### config.mk
export PLATFORM = sky130hd
export DESIGN_NAME = fault_detection_monitor_mc
export DESIGN_NICKNAME = d
export VERILOG_FILES = /design/src/rtl/fault_detection_monitor_mc.sv
export SDC_FILE = /design/constraint.sdc
export NUM_CORES = 1
export LEC_CHECK = 0
export CAP_MARGIN = 10
export CORE_MARGIN = 8
export CORE_UTILIZATION = 47
export DETAILED_ROUTE_END_ITERATION = 10
export PLACE_DENSITY = 0.93
export SYNTH_ARGS = -nofsm -noshare
export SYNTH_HDL_FRONTEND = slang
export SYNTH_SLANG_ARGS = --single-unit
### constraint.sdc
create_clock -name clk -period 4 [get_ports clk]
set_clock_uncertainty 0.1 [all_clocks]
set_input_delay 0.6 -clock clk [delete_from_list [all_inputs] [get_ports clk]]
set_output_delay 0.6 -clock clk [all_outputs]
set_load 0.1 [all_outputs]
### src/rtl/fault_detection_monitor_mc.sv
// fault_detection_monitor_mc: per-link parity fault monitor that classifies each NoC input link as OK, SUSPECT or FAULTY.
// Transient errors decay away while SUSPECT; FAULTY is sticky until the channel is cleared.
module fault_detection_monitor_mc #(
    parameter int FLIT_WIDTH    = 32,
    parameter int NUM_CH        = 5,
    parameter int PARITY_GRAN   = 8,
    parameter int ROUTER_STAGES = 2,
    parameter int CNT_WIDTH     = 8,
    parameter int THRESHOLD     = 4,
    parameter int DECAY_WINDOW  = 64
) (
    input  logic                            clk,
    input  logic                            rst,
    input  logic [NUM_CH*FLIT_WIDTH-1:0]    in_flit,
    input  logic [NUM_CH-1:0]               in_valid,
    input  logic [NUM_CH*(FLIT_WIDTH/PARITY_GRAN)-1:0] in_parity,
    input  logic [NUM_CH-1:0]               clr_ch,
    output logic [NUM_CH-1:0]               out_error,
    output logic [NUM_CH*2-1:0]             out_state,
    output logic [NUM_CH*CNT_WIDTH-1:0]     err_cnt,
    output logic                            any_fault
);
    localparam int NGRP = FLIT_WIDTH / PARITY_GRAN;
    localparam int DW = DECAY_WINDOW > 0 ? $clog2(DECAY_WINDOW + 1) : 1;
    localparam logic [1:0] ST_OK  = 2'b00;
    localparam logic [1:0] ST_SUS = 2'b01;
    localparam logic [1:0] ST_FLT = 2'b10;

    if (FLIT_WIDTH % PARITY_GRAN != 0) begin : g_bad_gran
        $fatal(1, "FLIT_WIDTH must be a multiple of PARITY_GRAN");
    end
    if (THRESHOLD < 1 || THRESHOLD > 2 ** CNT_WIDTH - 1) begin : g_bad_thr
        $fatal(1, "THRESHOLD must lie in 1..2**CNT_WIDTH-1");
    end
    if (ROUTER_STAGES != 1 && ROUTER_STAGES != 2) begin : g_bad_stages
        $fatal(1, "ROUTER_STAGES must be 1 or 2");
    end

    // Outside FAULTY the state is a pure function of the error count.
    function automatic logic [1:0] classify(input logic [CNT_WIDTH-1:0] cnt);
        return cnt >= CNT_WIDTH'(THRESHOLD) ? ST_FLT : (cnt == '0 ? ST_OK : ST_SUS);
    endfunction

    logic [NUM_CH-1:0] flt;
    logic              any_q;

    for (genvar c = 0; c < NUM_CH; c++) begin : g_ch
        logic [FLIT_WIDTH-1:0] flit;
        logic [NGRP-1:0]       exp_par;
        logic                  mis;
        logic                  dec_hit;
        logic [1:0]            st_q, st_d;
        logic [CNT_WIDTH-1:0]  cnt_q, cnt_d, cnt_upd;
        logic [DW-1:0]         dec_q, dec_d;
        logic                  last_q, last_d;

        assign flit = in_flit[c*FLIT_WIDTH +: FLIT_WIDTH];
        for (genvar g = 0; g < NGRP; g++) begin : g_grp
            assign exp_par[g] = ~^flit[g*PARITY_GRAN +: PARITY_GRAN];
        end
        assign mis = in_valid[c] & |(exp_par ^ in_parity[c*NGRP +: NGRP]);
        assign dec_hit = DECAY_WINDOW != 0 && in_valid[c] && !mis && st_q == ST_SUS
                         && dec_q == DW'(DECAY_WINDOW - 1);

        always_ff @(posedge clk) begin
            if (rst) begin
                st_q   <= ST_OK;
                cnt_q  <= '0;
                dec_q  <= '0;
                last_q <= 1'b0;
            end else begin
                st_q   <= st_d;
                cnt_q  <= cnt_d;
                dec_q  <= dec_d;
                last_q <= last_d;
            end
        end

        // A clear lands on the state for the count that includes this cycle's mismatch.
        always_comb begin
            cnt_upd = mis ? (&cnt_q ? cnt_q : cnt_q + 1'b1) : (dec_hit ? cnt_q - 1'b1 : cnt_q);
            cnt_d   = clr_ch[c] ? CNT_WIDTH'(mis) : cnt_upd;
            st_d    = (st_q == ST_FLT && !clr_ch[c]) ? ST_FLT : classify(cnt_d);
            last_d  = (clr_ch[c] || in_valid[c]) ? mis : last_q;
            dec_d   = (clr_ch[c] || mis || dec_hit || st_d != st_q || st_q != ST_SUS || DECAY_WINDOW == 0)
                      ? '0 : (in_valid[c] ? dec_q + 1'b1 : dec_q);
        end

        assign out_error[c]                    = last_q | (st_q == ST_FLT) | (ROUTER_STAGES == 1 && !rst && mis);
        assign out_state[c*2 +: 2]             = st_q;
        assign err_cnt[c*CNT_WIDTH +: CNT_WIDTH] = cnt_q;
        assign flt[c]                          = st_q == ST_FLT;
    end

    always_ff @(posedge clk) begin
        any_q <= rst ? 1'b0 : |flt;
    end

    assign any_fault = any_q;
endmodule

=== Yosys cells after proc, flatten, opt, wreduce, memory -nomap -nowiden ===
Cells that the tools add are included.

* Flip-flop bits (word level): 91
* Input bits: 192
* Output and inout port bits: 56

* Add/sub/neg operators: 15
* Order comparisons: 5
* Eq/ne operators: 25
* Multiplexer cells: 35
* Bitwise gates (word level): 15
* Reductions and logical operators: 96

{| class="wikitable"
|+ Operators with widths
! kind !! number
|-
| 8-bit 2-to-1 mux || 20
|-
| 8-bit XNOR reduction || 20
|-
| 8-bit by 1-bit adder with 8-bit output, second input constant || 5
|-
| 8-bit by 3-bit >= comparator with 1-bit output, second input constant || 5
|-
| 8-bit zero test || 5
|-
| 8-bit AND reduction || 5
|-
| 8-bit by 1-bit subtractor with 8-bit output, second input constant || 5
|-
| 7-bit by 1-bit adder with 7-bit output, second input constant || 5
|-
| 7-bit by 6-bit == test with 1-bit output, second input constant || 5
|-
| 1-bit logical OR || 25
|-
| 1-bit logical AND || 20
|-
| 2-bit 2-to-1 mux || 10
|-
| 4-bit OR reduction || 5
|-
| 4-bit XOR || 5
|-
| 2-bit by 1-bit == test with 1-bit output, second input constant || 5
|-
| 2-bit == test, second input constant || 5
|-
| 1-bit zero test || 10
|-
| 2-bit by 1-bit inequality test with 1-bit output, second input constant || 5
|-
| 2-bit inequality test || 5
|-
| 2-bit OR reduction || 5
|-
| 1-bit AND || 5
|-
| 1-bit 2-to-1 mux || 5
|-
| 1-bit bitwise OR || 5
|-
| 5-bit OR reduction || 1
|}

=== Longest topological paths before layout ===
* Word-level depth: 19
* Mapped depth: 11
* Depth with buffers taken out: 10

=== Worst setup path before layout ===
OpenSTA, ideal clock, no wires.

* Path type: reg-to-reg
* Start point: register g_ch[3].st_q[0]
* End point: register g_ch[3].dec_q[1]
* Arrival time: 3268 ps
* Required time: 3803 ps
* Slack: 535 ps
* Stages on the path, launching flop included: 9
* Path buffers: 0
* Cell sequence: dfxtp_1 nand2b_1 or4_1 nor4b_1 xor2_1 or3_1 o31ai_1 a41oi_1 nor4b_1

* Longest elaborated chain between the ends: 14
* Elaborated cells on any way between the ends: 19

{| class="wikitable"
|+ RTL lines
! element !! RTL line !! source
|-
| from (decl) || 52 || <nowiki>logic [1:0] st_q, st_d;</nowiki>
|-
| from (signal assigned) || 72 || <nowiki>st_q <= st_d;</nowiki>
|-
| parallel branches: the longest is 12 deep, another holds 8-bit by 3-bit >= comparator with 1-bit output || -- ||
|-
| 1-bit logical OR * || 85 || <nowiki>dec_d = (clr_ch[c] || mis || dec_hit || st_d != st_q || st_q != ST_SUS || DECAY_WINDOW == 0)</nowiki>
|-
| 2-bit OR reduction (no line) * || -- ||
|-
| to (signal assigned) || 69 || <nowiki>dec_q <= '0;</nowiki>
|-
| to (signal assigned) || 74 || <nowiki>dec_q <= dec_d;</nowiki>
|-
| to (decl) || 54 || <nowiki>logic [DW-1:0] dec_q, dec_d;</nowiki>
|}

Mark *: on every way between the ends.
A chain may end at the register's enable or synchronous reset.

=== Worst setup path after layout ===
* Start point: input port in_flit[50]
* End point: register g_ch[1].dec_q[4]

* Longest elaborated chain between the ends: 19
* Elaborated cells on any way between the ends: 22

{| class="wikitable"
|+ RTL lines
! element !! RTL line !! source
|-
| from (decl) || 14 || <nowiki>input logic [NUM_CH*FLIT_WIDTH-1:0] in_flit,</nowiki>
|-
| 8-bit XNOR reduction * || 59 || <nowiki>assign exp_par[g] = ~^flit[g*PARITY_GRAN +: PARITY_GRAN];</nowiki>
|-
| 4-bit XOR * || 61 || <nowiki>assign mis = in_valid[c] & |(exp_par ^ in_parity[c*NGRP +: NGRP]);</nowiki>
|-
| 4-bit OR reduction * || 61 ||
|-
| 1-bit AND * || 61 ||
|-
| parallel branches: the longest is 12 deep, another holds 8-bit by 3-bit >= comparator with 1-bit output || -- ||
|-
| 1-bit logical OR * (2 in a row) || 85 ||
|-
| 2-bit OR reduction (no line) * || -- ||
|-
| to (signal assigned) || 69 ||
|-
| to (signal assigned) || 74 ||
|-
| to (decl) || 54 ||
|}

Marked as above.

==> summary by stage <==
CTS
After clock tree synthesis, the clock-pin slew on the worst setup and hold paths is about 0.06 ns. Clock latency on the worst-skew pair, taken at its later pin, is between 0.3 and 0.4 ns. The clock tree synthesis step divided the H-tree into 3 levels. The tree is rooted in a sky130_fd_sc_hd__clkbuf_16.

The count of buffers added by post-CTS timing repair for setup is 0. Counting the buffers created by CTS gives 9. The number of buffers between clock root and the deepest sink is 2. The number of cells upsized or downsized after cts is 0. The quantity of hold-fixing buffers added after cts is 0. TritonCTS built the clock tree. The clock drives 91 sinks.

Yosys
The adder and majority gate portion of the synthesized area is about 2.5%. The XOR/XNOR share of the synthesized area is 27.1%. In this run, synthesis produced a sequential element count of between 90 and 100.

Counting every net in the synthesized netlist gives 1081. By area, the combinational part of the netlist is dominated by XOR/XNOR gates. Counting every instance in the synthesized netlist gives approximately 870.

Sorting the synthesized cells by area gives the leading types as sky130_fd_sc_hd__dfxtp_1 (25%), sky130_fd_sc_hd__xnor2_1 (14%), sky130_fd_sc_hd__xor2_1 (6.5%). The total standard cell area after synthesis is roughly 7400 um2. The synthesized netlist devotes between 20% and 30% of its cell area to simple gates. Summing the areas of all compound-gate instances in the mapped netlist gives between 10% and 20% of the synthesized area. The portion of netlist area occupied by mux cells is approximately 5.5%.

Yosys printed 0 warnings. The most frequently used flop master after synthesis is sky130_fd_sc_hd__dfxtp_1. A synthesized cell averages around 8.5 um2. The count of unique library cells instantiated by Yosys is 74.

In the synthesized netlist the async set-or-reset flop fraction comes to 0%. The sequential share of the synthesized area is ~25%. The count of flip-flops with a built-in enable after synthesis is 0.

The dominant cell type by area after synthesis is sky130_fd_sc_hd__dfxtp_1. In this run the biggest area consumer among cell types represents between 20% and 30% of the synthesized area.

Final layout
The final layout contains approximately 1300 nets. Cells with a size suffix above 1 make up under 10% of the layout. Relative to the synthesized area, the layout overhead comes to 40.8%. After routing the design area is 10400 um2. The final design utilization is 66.6%. The top cell types in the final layout, fill and taps aside, are sky130_fd_sc_hd__clkdlybuf4s50_1 (246), sky130_fd_sc_hd__xnor2_1 (121), sky130_fd_sc_hd__dfxtp_1 (91). After filler insertion, the fill cell instance count of the layout stands at about 1300. The repair_antennas step left the layout with diodes totalling 0. The most frequent standard cell in the layout excluding fill and tap cells is sky130_fd_sc_hd__clkdlybuf4s50_1.

Summing all flip-flop and latch instances after layout gives roughly 1800 um2. In the final layout, the multi-input gates occupy around 5400 um2.

Min path
The worst hold path passes through 2 cells. In this run the most critical hold path is launched from g_ch[0].last_q$_SDFFE_PP0P_. For hold timing, the worst endpoint is g_ch[0].last_q$_SDFFE_PP0P_.

The worst hold path belongs to the class reg -> reg.

Timing
The number of setup violations in the final report is 0. The total count of hold-check failures in the final report is 0. The worst path meets setup with around 0.44 ns of slack. Setup repair after global routing left no endpoint under its margin. Static timing analysis puts the maximum clock frequency at about 280 MHz. The pin slew with the least headroom to its limit is about 1 ns. The post-route clock period utilization is 89.0%.

The clock period could shrink to between 3 and 4 ns. The aggregate negative setup slack is 0 ns. The worst slew slack as a fraction of its limit is a little under a third. Across all hold checks on the routed design, the worst slack comes to between 0.3 and 0.4 ns. The max-slew violation count came to 0.

Placed design
The post-detailed-placement cell area is 10100 um2. The half-perimeter wire length of the detailed placement result is between 15000 and 20000 um. Routability-driven placement finished with a final weighted congestion of approximately 0.92. Before CTS, the worst setup slack after placement is about 0.083 ns.

Port buffering added approximately 250 buffers.

Worst setup path
The arrival time of the worst setup path is between 3 and 4 ns. The type of the worst setup path is in -> reg. In this run the critical register-to-register path is captured at g_ch[3].dec_q[5]$_SDFFE_PP0P_. The maximum net fanout on the critical path is 17.

STA classifies the critical path startpoint as a primary input. The worst register-to-register path has a setup slack of around 0.76 ns. The worst flop-to-flop path startpoint is g_ch[3].dec_q[0]$_SDFFE_PP0P_. STA puts the critical path data required time at roughly 4.2 ns. The depth of the worst register-to-register path is 10. STA classifies the critical path endpoint as a flop.

Outcome
The run finished with clean final reports.

Pwr
The switching power share of the total is a little over a third. In this run the static leakage power is between 3 and 4 nW. Per report_power, the sequential group accounts for a little under a third of the total. The largest vdd supply drop is between 0.0002 and 0.0003 V. The clock network fraction of total power is about 27%. The power dissipated by switching net loads is approximately 1.2 mW. The internal portion of the total power is 2.10 mW. The total power divided by cell area is 314 nW/um2. In this run, the combinational gates consume a little over two fifths of the power.

Routing
Dividing the detail-routed via count by the number of cells gives about 5.5. For this run, the detailed router's first-pass iteration total came to 5. After the first detailed-routing iteration, the DRC count stood at between 500 and 600. The total number of vias is approximately 7300. The DRC violation count after routing is 0. The average detailed-routed wire length per instance is 16.3 um. The final layout contains routed wiring with a total length of between 20000 and 25000 um. The number of antenna-violating nets in the routed design is 0.

Global routing
After global routing the overflow that remains totals 0. The global-route wire length before repair is ~35000 um. In the global route stage, overall resource usage came out at about a fifth. The number of global-route vias before repair is roughly 7300. The initial antenna violation count came to 0. The largest net degree at the start of global routing is 21.

Die
The vertical die dimension is 142 um. The die area is around 20000 um2. The floorplan has between 40 and 50 rows. The core area is ~16000 um2. The starting density of the core is between 40% and 50%. For this design the top-level I/O count stands at roughly 250. The die width is around 140 um.

Job
The tool flagged a number of max-cap violations equal to 0.
[cell usage after synthesis (10+ instances only)]
cell type	n
sky130_fd_sc_hd__xnor2_1	121
sky130_fd_sc_hd__dfxtp_1	91
sky130_fd_sc_hd__nand2_1	76
sky130_fd_sc_hd__nor2_1	71
sky130_fd_sc_hd__xor2_1	55
sky130_fd_sc_hd__nor3_1	54
sky130_fd_sc_hd__mux2i_1	33
sky130_fd_sc_hd__nand3_1	27
sky130_fd_sc_hd__clkbuf_1	24
sky130_fd_sc_hd__a21oi_1	20
sky130_fd_sc_hd__nand4_1	20
sky130_fd_sc_hd__nand2b_1	19
sky130_fd_sc_hd__xnor3_1	19
sky130_fd_sc_hd__and3_1	18
sky130_fd_sc_hd__inv_1	17
sky130_fd_sc_hd__nor4_1	17
sky130_fd_sc_hd__o21ai_0	17
sky130_fd_sc_hd__or3_1	17
sky130_fd_sc_hd__ha_1	15
sky130_fd_sc_hd__a31oi_1	10
sky130_fd_sc_hd__or4_1	10
[worst max path at each step]
| stage | from | end | slack (ns) | cells after the start |
|---|---|---|---|---|
| CTS | in_flit[133] | g_ch[4].dec_q[1]$_SDFFE_PP0P_ | 0.46 | 11 |
| detailed placement | in_flit[133] | g_ch[4].dec_q[6]$_SDFFE_PP0P_ | 0.08 | 11 |
| global placement | in_flit[53] | g_ch[1].dec_q[6]$_SDFFE_PP0P_ | 0.21 | 9 |
| global route | in_flit[130] | g_ch[4].dec_q[6]$_SDFFE_PP0P_ | 0.29 | 11 |
| finish | in_flit[50] | g_ch[1].dec_q[4]$_SDFFE_PP0P_ | 0.44 | 9 |
| floorplan | g_ch[3].st_q[0]$_SDFF_PP0_ | g_ch[3].dec_q[1]$_SDFFE_PP0P_ | 0.54 | 8 |
[registers in the layout, summed over array words and instances, names as in the netlist]
signal and flops:
any_fault 1, g_ch.last_q 5, g_ch.cnt_q 40, g_ch.dec_q 35
g_ch.st_q 10
[layout make-up]
cell class,instances,share of cell area [%]
inverter,17,0.612
timing repair buffer,264,24.9
multi-input combinational,729,51.4
clock buffer,11,2.42
clock inverter,5,0.588
sequential,91,17.5
tap,216,2.59
[power groups by stage]
stage	clock, mW	combinational (mW)	sequential [mW]
detailed placement	0	1.40	1.01
CTS	0.905	1.40	0.991
floorplan	0	0.756	1.21
global placement	0	1.37	1.01
global route	0.943	1.49	0.997
finish	0.885	1.40	0.992
[metal layers]
layer,track usage [%],part of all wire [%]
met4,5.37,1.4
met3,5.28,8.5
met1,24.8,41
met2,37.2,49
met5,0,0
[stage by stage]
step	instances	power (mW)
floorplan	874	1.97
global placement	1317	2.38
detailed placement	1317	2.41
CTS	1333	3.30
global route	1333	3.42
finish	1333	3.28
[kinds of logic after synthesis]
logic type      after synthesis
simple gates                379
xor+xnor                    197
compound gates               98
flops                        91
buf+inv                      54
mux                          40
fa+ha+maj                    15
[critical path: stages]
cell and delay, ns:
sky130_fd_sc_hd__clkdlybuf4s50_1 0.47, sky130_fd_sc_hd__xnor2_1 0.13, sky130_fd_sc_hd__xnor3_1 0.42, sky130_fd_sc_hd__xnor2_1 0.20
sky130_fd_sc_hd__and4_1 0.61, sky130_fd_sc_hd__mux2_2 0.42, sky130_fd_sc_hd__a311oi_1 0.24, sky130_fd_sc_hd__nand4_1 0.32
sky130_fd_sc_hd__nor3_1 0.29
Power figures use the tool's default switching activity.
